`src/rtl/exec_ctrl_fsm.sv`:
```
// ---------------------------------------------------------------------------
// exec_ctrl_fsm
//
// Multi-cycle execute controller. Accepts one instruction word per valid/ready
// handshake, then sequences register-file read, ALU execute and write-back.
// Owns the program counter and a zero flag that is latched from the ALU on
// ALU ops. Adds JMP, JZ (on the latched zero flag), HALT and illegal-opcode
// handling.
//
// Instruction fields, MSB to LSB: op[OP_W], dst[RA_W], srcA[RA_W], srcB[RA_W]
// Opcodes: 0x0-0x3 ALU (alu_fs = op[1:0]), 0x4 MOV, 0x5 JMP, 0x6 JZ,
//          0x7 HALT, anything else illegal (executed as a NOP).
//
// Ports:
//   clk          in   clock, rising edge
//   rst          in   asynchronous active-high reset
//   instr_valid  in   instruction word available
//   instr        in   instruction word (INSTR_W)
//   instr_ready  out  controller can accept an instruction (IDLE)
//   pc           out  program counter, address of the next fetch
//   rd_en        out  register-file read strobe (READ)
//   rd_sel_a/b   out  read selects (srcA / srcB), 0 outside READ/EXEC/WRITE
//   wr_en        out  register-file write strobe, one-cycle pulse (WRITE)
//   wr_sel       out  write select (dst), 0 outside READ/EXEC/WRITE
//   mov_sel      out  1 = write-back from read port A, 0 = ALU result
//   alu_fs       out  ALU function, valid in EXEC/WRITE of ALU ops
//   alu_zero     in   ALU result-is-zero (combinational from the ALU)
//   halted       out  controller is in HALT
//   illegal      out  one-cycle pulse on an undefined opcode
// ---------------------------------------------------------------------------
module exec_ctrl_fsm #(
    parameter int OP_W = 4,
    parameter int RA_W = 5,
    parameter int PC_W = 5,
    localparam int INSTR_W = OP_W + 3 * RA_W
) (
    input  logic               clk,
    input  logic               rst,
    input  logic               instr_valid,
    input  logic [INSTR_W-1:0] instr,
    output logic               instr_ready,
    output logic [PC_W-1:0]    pc,
    output logic               rd_en,
    output logic [RA_W-1:0]    rd_sel_a,
    output logic [RA_W-1:0]    rd_sel_b,
    output logic               wr_en,
    output logic [RA_W-1:0]    wr_sel,
    output logic               mov_sel,
    output logic [1:0]         alu_fs,
    input  logic               alu_zero,
    output logic               halted,
    output logic               illegal
);

    localparam logic [2:0] S_IDLE   = 3'd0;
    localparam logic [2:0] S_DECODE = 3'd1;
    localparam logic [2:0] S_READ   = 3'd2;
    localparam logic [2:0] S_EXEC   = 3'd3;
    localparam logic [2:0] S_WRITE  = 3'd4;
    localparam logic [2:0] S_HALT   = 3'd5;

    logic [2:0]         r_state;
    logic [PC_W-1:0]    r_pc;
    logic               r_z;
    logic [INSTR_W-1:0] r_instr;

    // Field extraction from the captured instruction word.
    logic [OP_W-1:0] w_op;
    logic [RA_W-1:0] w_dst;
    logic [RA_W-1:0] w_src_a;
    logic [RA_W-1:0] w_src_b;

    assign w_op    = r_instr[INSTR_W-1 -: OP_W];
    assign w_dst   = r_instr[3*RA_W-1 -: RA_W];
    assign w_src_a = r_instr[2*RA_W-1 -: RA_W];
    assign w_src_b = r_instr[RA_W-1:0];

    logic w_is_alu;
    logic w_is_mov;
    logic w_is_jmp;
    logic w_is_jz;
    logic w_is_halt;
    logic w_is_illegal;

    assign w_is_alu     = (w_op < OP_W'(4));
    assign w_is_mov     = (w_op == OP_W'(4));
    assign w_is_jmp     = (w_op == OP_W'(5));
    assign w_is_jz      = (w_op == OP_W'(6));
    assign w_is_halt    = (w_op == OP_W'(7));
    assign w_is_illegal = (w_op > OP_W'(7));

    // Size cast truncates srcB when PC_W <= RA_W and zero-extends otherwise.
    logic [PC_W-1:0] w_target;
    logic [PC_W-1:0] w_pc_inc;

    assign w_target = PC_W'(w_src_b);
    assign w_pc_inc = r_pc + PC_W'(1);   // wraps modulo 2**PC_W

    // NOTE: sequential state uses non-blocking assignments so every register
    // samples pre-edge values; blocking here would create order-dependent races.
    always_ff @(posedge clk or posedge rst) begin
        if (rst) begin
            // NOTE: the instruction register is a single register, not a memory
            // array, so clearing it on reset is cheap and keeps decode outputs
            // deterministic after reset.
            r_state <= S_IDLE;
            r_pc    <= '0;
            r_z     <= 1'b0;
            r_instr <= '0;
        end else begin
            case (r_state)
                S_IDLE: begin
                    if (instr_valid) begin
                        r_instr <= instr;
                        r_state <= S_DECODE;
                    end
                end
                S_DECODE: begin
                    if (w_is_alu || w_is_mov) begin
                        r_state <= S_READ;
                    end else if (w_is_jmp) begin
                        r_pc    <= w_target;
                        r_state <= S_IDLE;
                    end else if (w_is_jz) begin
                        r_pc    <= r_z ? w_target : w_pc_inc;
                        r_state <= S_IDLE;
                    end else if (w_is_halt) begin
                        r_state <= S_HALT;
                    end else begin
                        // Illegal opcode: behaves as a NOP and advances pc.
                        r_pc    <= w_pc_inc;
                        r_state <= S_IDLE;
                    end
                end
                S_READ: begin
                    r_state <= w_is_alu ? S_EXEC : S_WRITE;
                end
                S_EXEC: begin
                    r_z     <= alu_zero;
                    r_state <= S_WRITE;
                end
                S_WRITE: begin
                    r_pc    <= w_pc_inc;
                    r_state <= S_IDLE;
                end
                S_HALT: begin
                    r_state <= S_HALT;
                end
                default: begin
                    r_state <= S_IDLE;
                end
            endcase
        end
    end

    // Outputs are decoded purely from state, so an asynchronous reset clears
    // every strobe immediately, without waiting for a clock edge.
    logic w_sel_active;

    assign w_sel_active = (r_state == S_READ) || (r_state == S_EXEC) ||
                          (r_state == S_WRITE);

    assign instr_ready = (r_state == S_IDLE);
    assign pc          = r_pc;
    assign rd_en       = (r_state == S_READ);
    assign rd_sel_a    = w_sel_active ? w_src_a : '0;
    assign rd_sel_b    = w_sel_active ? w_src_b : '0;
    assign wr_en       = (r_state == S_WRITE);
    assign wr_sel      = w_sel_active ? w_dst : '0;
    assign mov_sel     = (r_state == S_WRITE) && w_is_mov;
    assign alu_fs      = (((r_state == S_EXEC) || (r_state == S_WRITE)) && w_is_alu)
                         ? w_op[1:0] : 2'b00;
    assign halted      = (r_state == S_HALT);
    assign illegal     = (r_state == S_DECODE) && w_is_illegal;

endmodule

```
`config.mk`:
```
export PLATFORM = sky130hd
export DESIGN_NAME = exec_ctrl_fsm
export DESIGN_NICKNAME = d
export VERILOG_FILES = /design/src/rtl/exec_ctrl_fsm.sv
export SDC_FILE = /design/constraint.sdc
export NUM_CORES = 1
export LEC_CHECK = 0
export CAP_MARGIN = 30
export CORE_ASPECT_RATIO = 0.8
export CORE_MARGIN = 1
export CORE_UTILIZATION = 45
export CTS_BUF_LIST = sky130_fd_sc_hd__clkbuf_16
export DETAILED_ROUTE_END_ITERATION = 10
export PLACE_DENSITY = 0.79
export SLEW_MARGIN = 40
export SYNTH_ARGS = -nofsm -noshare
export SYNTH_HDL_FRONTEND = slang
export SYNTH_SLANG_ARGS = --single-unit
```
`constraint.sdc`:
```
create_clock -name clk -period 3.8 [get_ports clk]
set_input_delay 0.76 -clock clk [delete_from_list [all_inputs] [get_ports clk]]
set_output_delay 0.76 -clock clk [all_outputs]
set_load 0.05 [all_outputs]
```
==> Yosys cells after proc, flatten, opt, wreduce, memory -nomap -nowiden <==
Index checks and enable logic that the tools add are counted.
{ "word_totals": {"register_bits": 28, "inputBits": 23, "out_inout_bits": 28, "word_cells": 47} }
{ "op_classes": {"n_addsub": 1, "n_lt_le_gt_ge": 2, "n_eq_ne": 12, "muxes": 17, "n_reduce_logical": 11} }
{ "op_table": {"columns": ["cell", "n"], "rows": [
  ["$mux W5", 8],
  ["$mux W3", 6],
  ["$eq A4 B3 Y1 const B", 4],
  ["$pmux W3 S5", 1],
  ["$pmux W5 S2", 1],
  ["$eq A3 B2 Y1 const B", 2],
  ["$eq A3 B3 Y1 const B", 2],
  ["$add A5 B1 Y5 const B", 1],
  ["$gt A4 B3 Y1 const B", 1],
  ["$logic_or A1 B1 Y1", 4],
  ["$lt A4 B3 Y1 const B", 1],
  ["$ne A2 B2 Y1 const B", 2],
  ["$ne A4 B4 Y1 const B", 1],
  ["$eq A3 B1 Y1 const B", 1],
  ["$logic_and A1 B1 Y1", 3],
  ["$logic_not A3 Y1", 1],
  ["$reduce_and A3 Y1", 1],
  ["$mux W2", 1],
  ["$reduce_and A2 Y1", 1],
  ["$reduce_bool A2 Y1", 1]
]} }

==> Depth between registers and ports, before layout <==
Gate-level depths: netlist (run 1).
{ "logic_depth": {"depth_word": 6, "depth_mapped": 6, "depth_no_buf": 5} }

==> Least setup slack after synthesis (run 1) <==
OpenSTA, ideal clock, no wires.
{ "synth_timing": {"path_kind": "register to output", "start": "register r_state[0]", "end": "output port mov_sel", "arrival_time_ps": 2816, "required_time_ps": 3040, "slack_ps": 224, "path_stages_with_launch": 4, "path_buffers": 1, "path_cell_list": "dfrtp_1 buf_6 nor3b_4 nor4b_1"} }
{ "synth_between": {"elab_chain_cells": 2} }
{ "synth_lines": {"columns": ["element", "line", "source"], "rows": [
  ["from (decl)", "62", "logic [2:0] r_state;"],
  ["from (signal assigned)", "136", "r_state <= w_is_alu ? S_EXEC : S_WRITE;"],
  ["$eq A3 B3 Y1", null, null],
  ["net wr_en", "46", "output logic wr_en,"],
  ["$logic_and A1 B1 Y1", "170", "assign mov_sel = (r_state == S_WRITE) && w_is_mov;"],
  ["to (decl)", "48", "output logic mov_sel,"]
]} }
The timed path passes the listed nets, and every way through them passes these cells.

==> Worst setup path in the final report (run 1) <==
{ "layout_timing": {"start": "register r_state[0]", "end": "output port mov_sel"} }
{ "layout_between": {"elab_chain_cells": 2} }
{ "layout_lines": {"columns": ["element", "line"], "rows": [
  ["$eq A3 B3 Y1", "170"],
  ["$logic_and A1 B1 Y1", "170"]
]} }
Every way passes these cells.

==> metrics.cfg, run 1 <==
[floorplanning]
rows=18
die_area_um2=3610
start_util_pct=48.1
core_um2=3150
die_h_um=53.9
ios=51
die_x_um=66.9

[cells_and_area]
final_cell_area_um2=2110
area_delta_synth_final_pct=39.3
nNetsFinal=208
fillers=241
drive_gt1_share_pct=16.4
n_antenna_cell=0

[clock_network]
cts_setup_buffers=0
cts_root_buf=clkbuf_16
cts-htree-levels=1
hold_buffers=0
ctsResizeCount=0
worstSkewPairLatency_ps=260
clk_pin_slew_ps=60
cts_sinks=28
cts_tree=done
numCtsBuffers=3
cts_buffer_depth=2

[critical_path]
arrival_ps=2440
crit_required_ps=3040
endpoint_kind=output pin
crit_fanout=11
critPathKind=flip-flop to output pin
startpoint_type=flip-flop

[timing]
finalClockSkew_ps=1.43
drv_slew=0
max_freq_mhz=313
period_minus_slack_ps=3200
finalSetupTns_ps=0
setup_ws_ps=602
finalHoldViolCount=0
fin_crit_sh_pct=84.2
rsz0062_at_grt=no
worstMarginPinSlew_ps=802
finalSetupViolCount=0
max_slew_margin_pct=46.5

[logic_synthesis]
syn-instance-count=136
synth.area.top_cells=dfrtp_1 46%, mux2_2 13%, nor2b_1 7.0%
synth_largest_area_cell=dfrtp_1
muxShareOfSynthArea_pct=16.7
synth_edf_count=0
synth_fp_nets=160
synthArstFlopShare_pct=100
synthSimpleGateAreaFrac_pct=20.3
ys_warn_count=0
yosysMostFrequentCell=dfrtp_1
synth_area_um2=1520
yosysSeqAreaShare_pct=46.2
synth_adder_area_share_pct=0.824
synth_compound_area_share_pct=9.48
ys.flop_type=dfrtp_1
synth_top_family_by_area=simple AND/OR/NAND/NOR gates
syn_avg_cell_area_um2=11.2
synthTopCellsByCount=28 x dfrtp_1, 18 x mux2_2, 17 x nor2b_1
synth-xor-area-share_pct=0.577
synth_top_area_share_pct=46.2
yosysUniqueCellTypes=35
yosys_register_bits=28

[routing]
dr.first_iter.drc_count=52
dr_total_vias=1166
drcViolationCount=0
wl_per_cell_um=13.8
dr.pass1.iters=4
drtAntennaViolNets=0
vias_per_cell=5.23
routed_wl_um=3080

[pwr]
leakage_uw=0.000859
max-vdd-ir-drop_v=0.000517
power_density_nw_per_um2=1020

[grt]
grt_start_max_net_pins=29
antenna_found_initial=0
grt_pass1_wl_um=5070
first_global_vias=1169
grtUsageTotal_pct=18.8
grt_overflow=0

[placement]
place_ws_ps=886
gp_congestion=0.873
port_buffers=50
place_area_um2=2010
dp_hpwl_um=2290

[run_status]
status=complete, no violations

[worst_hold_path]
hold_class=flip-flop to flip-flop

[run]
max-cap-violations=0

-- per-layer routing --
layer  track usage [%]  vias up  part of all wire, %
met4              3.55        0                 0.49
met1              25.6      569                   44
li1                  -      558                    -
met2              30.8       37                   51
met3              4.45        2                  4.6
met5                 0        -                    0
-- metrics by stage --
step | hold slack (ps) | util, % | cells | total power [uW]
2_1_floorplan | 473 | - | 136 | 1560
3_3_place_gp | 483 | 63.7 | 219 | 1830
3_5_place_dp | 489 | 63.7 | 219 | 1870
4_1_cts | 504 | 67.1 | 223 | 2180
5_1_grt | 525 | 67.1 | 223 | 2300
6_report | 500 | 67.1 | 223 | 2160
-- cells in the final DEF (no fill, tap or decap), types with 4 or more instances in the layout --
master            n
clkdlybuf4s50_1  50
dfrtp_1          28
mux2_2           18
nor2b_1          17
nand2_1           7
o21ai_0           7
mux2i_1           5
inv_1             5
nor2_1            5
nor3_1            4
-- area by class of cell --
class | instances | area, um^2 | area share, %
Multi-Input combinational cell | 94 | 728 | 34.4
Sequential cell | 28 | 701 | 33.1
Timing Repair Buffer | 51 | 508 | 24.0
Clock buffer | 3 | 75.1 | 3.55
Tap cell | 40 | 50.0 | 2.37
Clock inverter | 1 | 30.0 | 1.42
Inverter | 6 | 22.5 | 1.07
-- worst max-delay path, cell delays in order, from the launching register on --
cell,delay [ps]
dfrtp_1,510
nor3b_4,400
nor4b_1,390
clkdlybuf4s50_1,880
-- kinds of logic (layout without fill, tap and decap cells) --
logic type,count (synthesis),count (layout)
XOR/XNOR,1,1
multiplexers,23,23
AND/OR/NAND/NOR,49,49
buffers and inverters,14,61
flip-flops,28,28
AO/OA/AOI/OAI,20,20
adder cells (fa/ha/maj),1,1
-- registers in the layout, summed over array words and instances (netlist names) --
register,cells
r_instr,19
pc,5
r_state,3
r_z,1
-- power breakdown --
part           leakage [uW]  switching [uW]  internal (uW)
logic              0.000477             732            513
clock network     0.0000511            93.4            209
registers          0.000331             166            450
-- worst paths after layout --
check / start / endpoint / slack (ps) / cells after the start
worst max-delay path: r_state[0]$_DFFE_PP0P_ / mov_sel / 600 / 3
worst min-delay path: r_instr[5]$_DFFE_PP0P_ / r_instr[5]$_DFFE_PP0P_ / 500 / 1
worst max register to register: r_state[0]$_DFFE_PP0P_ / r_instr[17]$_DFFE_PP0P_ / 1730 / 3
worst min register to register: r_instr[5]$_DFFE_PP0P_ / r_instr[5]$_DFFE_PP0P_ / 500 / 1
max in group asynchronous: rst / r_instr[6]$_DFFE_PP0P_ / 2540 / 2
min in group asynchronous: rst / r_instr[16]$_DFFE_PP0P_ / 870 / 2
Power figures use the tool's default switching activity.
==> run 2: changes to the inputs <==
--- a/config.mk
+++ b/config.mk
@@ -8,10 +8,10 @@
 export CAP_MARGIN = 30
 export CORE_ASPECT_RATIO = 0.8
 export CORE_MARGIN = 1
-export CORE_UTILIZATION = 45
+export CORE_UTILIZATION = 41
 export CTS_BUF_LIST = sky130_fd_sc_hd__clkbuf_16
 export DETAILED_ROUTE_END_ITERATION = 10
-export PLACE_DENSITY = 0.79
+export PLACE_DENSITY = 0.76
 export SLEW_MARGIN = 40
 export SYNTH_ARGS = -nofsm -noshare
 export SYNTH_HDL_FRONTEND = slang
==> constraint.sdc (replaced) <==
create_clock -name clk -period 2.65 [get_ports clk]
set_input_delay 0.53 -clock clk [delete_from_list [all_inputs] [get_ports clk]]
set_output_delay 0.53 -clock clk [all_outputs]
set_load 0.05 [all_outputs]
==> run 2 against run 1 <==
- via count increased by 1.0%
- flip-flop and latch count unchanged
- sequential share of layout area is essentially flat
- clock power is 48% higher
- clock-buffer cell count is the same
- total power rose by 43%
- critical endpoint is now instr_ready
==> metrics.cfg, run 2 (same netlist as run 1, synthesis figures left out) <==
[critical_path]
arrival_ps=1980  ; -460 ps
critPathMaxStageDelay_ps=890  ; about the same
worst-path-buf-inv=1  ; unchanged
worstReg2RegEnd=r_instr[5]$_DFFE_PP0P_
critPathKind=flip-flop to output pin
crit_required_ps=2120  ; -920 ps
r2r-start=r_state[0]$_DFFE_PP0P_
cp.depth=2  ; -1
critPathTopFamily=buffers and inverters
reg2reg_slack_ps=900  ; -830 ps
endpoint_kind=output pin
crit_fanout=11  ; unchanged
path_cells=nor3_1 > clkdlybuf4s50_1
slowest_stage=clkdlybuf4s50_1
startpoint_type=flip-flop
reg2regPathDepth=4  ; +1

[timing]
max_freq_mhz=398
finalSetupViolCount=0  ; unchanged
finalClockSkew_ps=3.84  ; +2.41 ps
drv_slew=0  ; unchanged
worstMarginPinSlew_ps=590  ; -212 ps
period_minus_slack_ps=2510
whs_ps=509  ; +8.86 ps
setup_ws_ps=139  ; -463 ps
fin_crit_sh_pct=94.7
finalHoldViolCount=0  ; unchanged
max_slew_margin_pct=60.6  ; +14 points
rsz0062_at_grt=no

[cells_and_area]
area_delta_synth_final_pct=39.4  ; about the same
drive_gt1_share_pct=26.6  ; +10 points
largest_register=r_instr
final_cells=226  ; +1.3%
nNetsFinal=209  ; +0.48%
layout.cells.most_common_list=30 x clkdlybuf4s50_1, 28 x dfrtp_1, 18 x mux2_2, 18 x buf_4, 17 x nor2b_1
mostFrequentLayoutCell=clkdlybuf4s50_1
final_core_util_pct=60.5  ; -6.5 points
n_antenna_cell=0  ; unchanged
largest_register_ffs=19  ; unchanged

[grt]
antenna_found_initial=0  ; unchanged
first_global_vias=1137  ; -2.7%
grtUsageTotal_pct=16.9  ; -1.9 points
grt_start_max_net_pins=29  ; unchanged
grt_overflow=0  ; unchanged
grt_pass1_wl_um=5330  ; +5.0%

[routing]
routed_wl_um=3110  ; +1.0%
wl_per_cell_um=13.7  ; -0.30%
dr.pass1.iters=4  ; unchanged
dr.first_iter.drc_count=69  ; +33%
drtAntennaViolNets=0  ; unchanged
vias_per_cell=5.21  ; -0.31%
dr_total_vias=1178  ; +1.0%
drcViolationCount=0  ; unchanged

[placement]
dp_hpwl_um=2270  ; -0.90%
place_ws_ps=348  ; -538 ps
dp.cells=222  ; +1.4%
gp_congestion=0.833  ; -4.5%
port_buffers=50  ; unchanged

[pwr]
leakage_uw=0.000940  ; +9.4%
power_density_nw_per_um2=1470  ; +43%
total_power_uw=3100  ; +43%
max-vdd-ir-drop_v=0.000915  ; +77%

[floorplanning]
start_util_pct=43.4  ; -4.7 points
die_area_um2=3950  ; +9.4%
die_x_um=70.0  ; +4.6%
ios=51  ; unchanged
core_um2=3490  ; +11%
die_h_um=56.4  ; +4.6%
rows=19  ; +1

[clock_network]
cts_tree=done
cts-htree-levels=1  ; unchanged
cts_root_buf=clkbuf_16
cts_sinks=28  ; unchanged
cts_buffer_depth=2  ; unchanged
clk_pin_slew_ps=70  ; about the same
numCtsBuffers=3  ; unchanged
worstSkewPairLatency_ps=260  ; about the same
hold_buffers=0  ; unchanged

[worst_hold_path]
holdPathStages=1  ; unchanged
hold_class=flip-flop to flip-flop
hold_end=r_instr[14]$_DFFE_PP0P_
hold_path_startpoint=r_instr[14]$_DFFE_PP0P_

[run_status]
status=complete, no violations

[run]
max-cap-violations=0  ; unchanged

-- run 2: changes by cell type in the layout (fill, tap and decap cells not counted) --
cell / change
nor4b_2: +1
clkdlybuf4s50_1: -20
buf_4: +17
dlymetal6s2s_1: +2
buf_12: +2
inv_1: +1
inv_2: -1
nor4b_1: -1
-- run 2: power by group --
group          internal [uW]  total [uW]  leakage [uW]  switching [uW]
sequential               646         888      0.000331             243
clock                    301         447     0.0000511             146
combinational            712        1770      0.000558            1050
total                   1660        3100      0.000940            1440
-- run 2: layout make-up --
class,instances,area [um^2]
clock buffer,3,75.1
sequential,28,701
multi-input combinational,94,734
timing repair buffer,52,500
clock inverter,1,30.0
tap,42,52.6
fill,278,1380
inverter,6,22.5
-- run 2: per-layer routing --
metal  global-route usage, %  share of wire, %  up-vias
li1                        -                 -      561
met1                    21.9                44      556
met2                    26.8                45       49
met3                    5.03               7.5       12
met4                    6.29               2.9        0
met5                       0                 0        -
-- run 2: worst reg2reg max path: cells and delay by family (launching register included) --
kind / cells / cell delay (ps)
muxes: 1 / 380
DFF: 1 / 510
and+or+nand+nor: 2 / 490
buffers and inverters: 1 / 260
-- run 2: how the worst max path moves through the flow --
stage / startpoint / slack (ps) / end
2_1_floorplan: r_state[0]$_DFFE_PP0P_ / -190 / rd_sel_a[2]
3_3_place_gp: r_state[0]$_DFFE_PP0P_ / 370 / halted
3_5_place_dp: r_state[0]$_DFFE_PP0P_ / 350 / wr_en
4_1_cts: r_state[0]$_DFFE_PP0P_ / 40 / wr_en
5_1_grt: r_state[0]$_DFFE_PP0P_ / 50 / instr_ready
6_report: r_state[0]$_DFFE_PP0P_ / 140 / instr_ready
-- run 2: what timing repair did --
item,in CTS,in global routing
setup endpoints to repair,0,2
setup buffers,0,0
gates resized for setup,0,2
hold endpoints to repair,0,0
-- run 2: metrics by stage --
stage / TNS, ps / instance area [um^2]
2_1_floorplan: -1910 / 1520
3_3_place_gp: 0 / 2000
3_5_place_dp: 0 / 2010
4_1_cts: 0 / 2110
5_1_grt: 0 / 2120
6_report: 0 / 2120
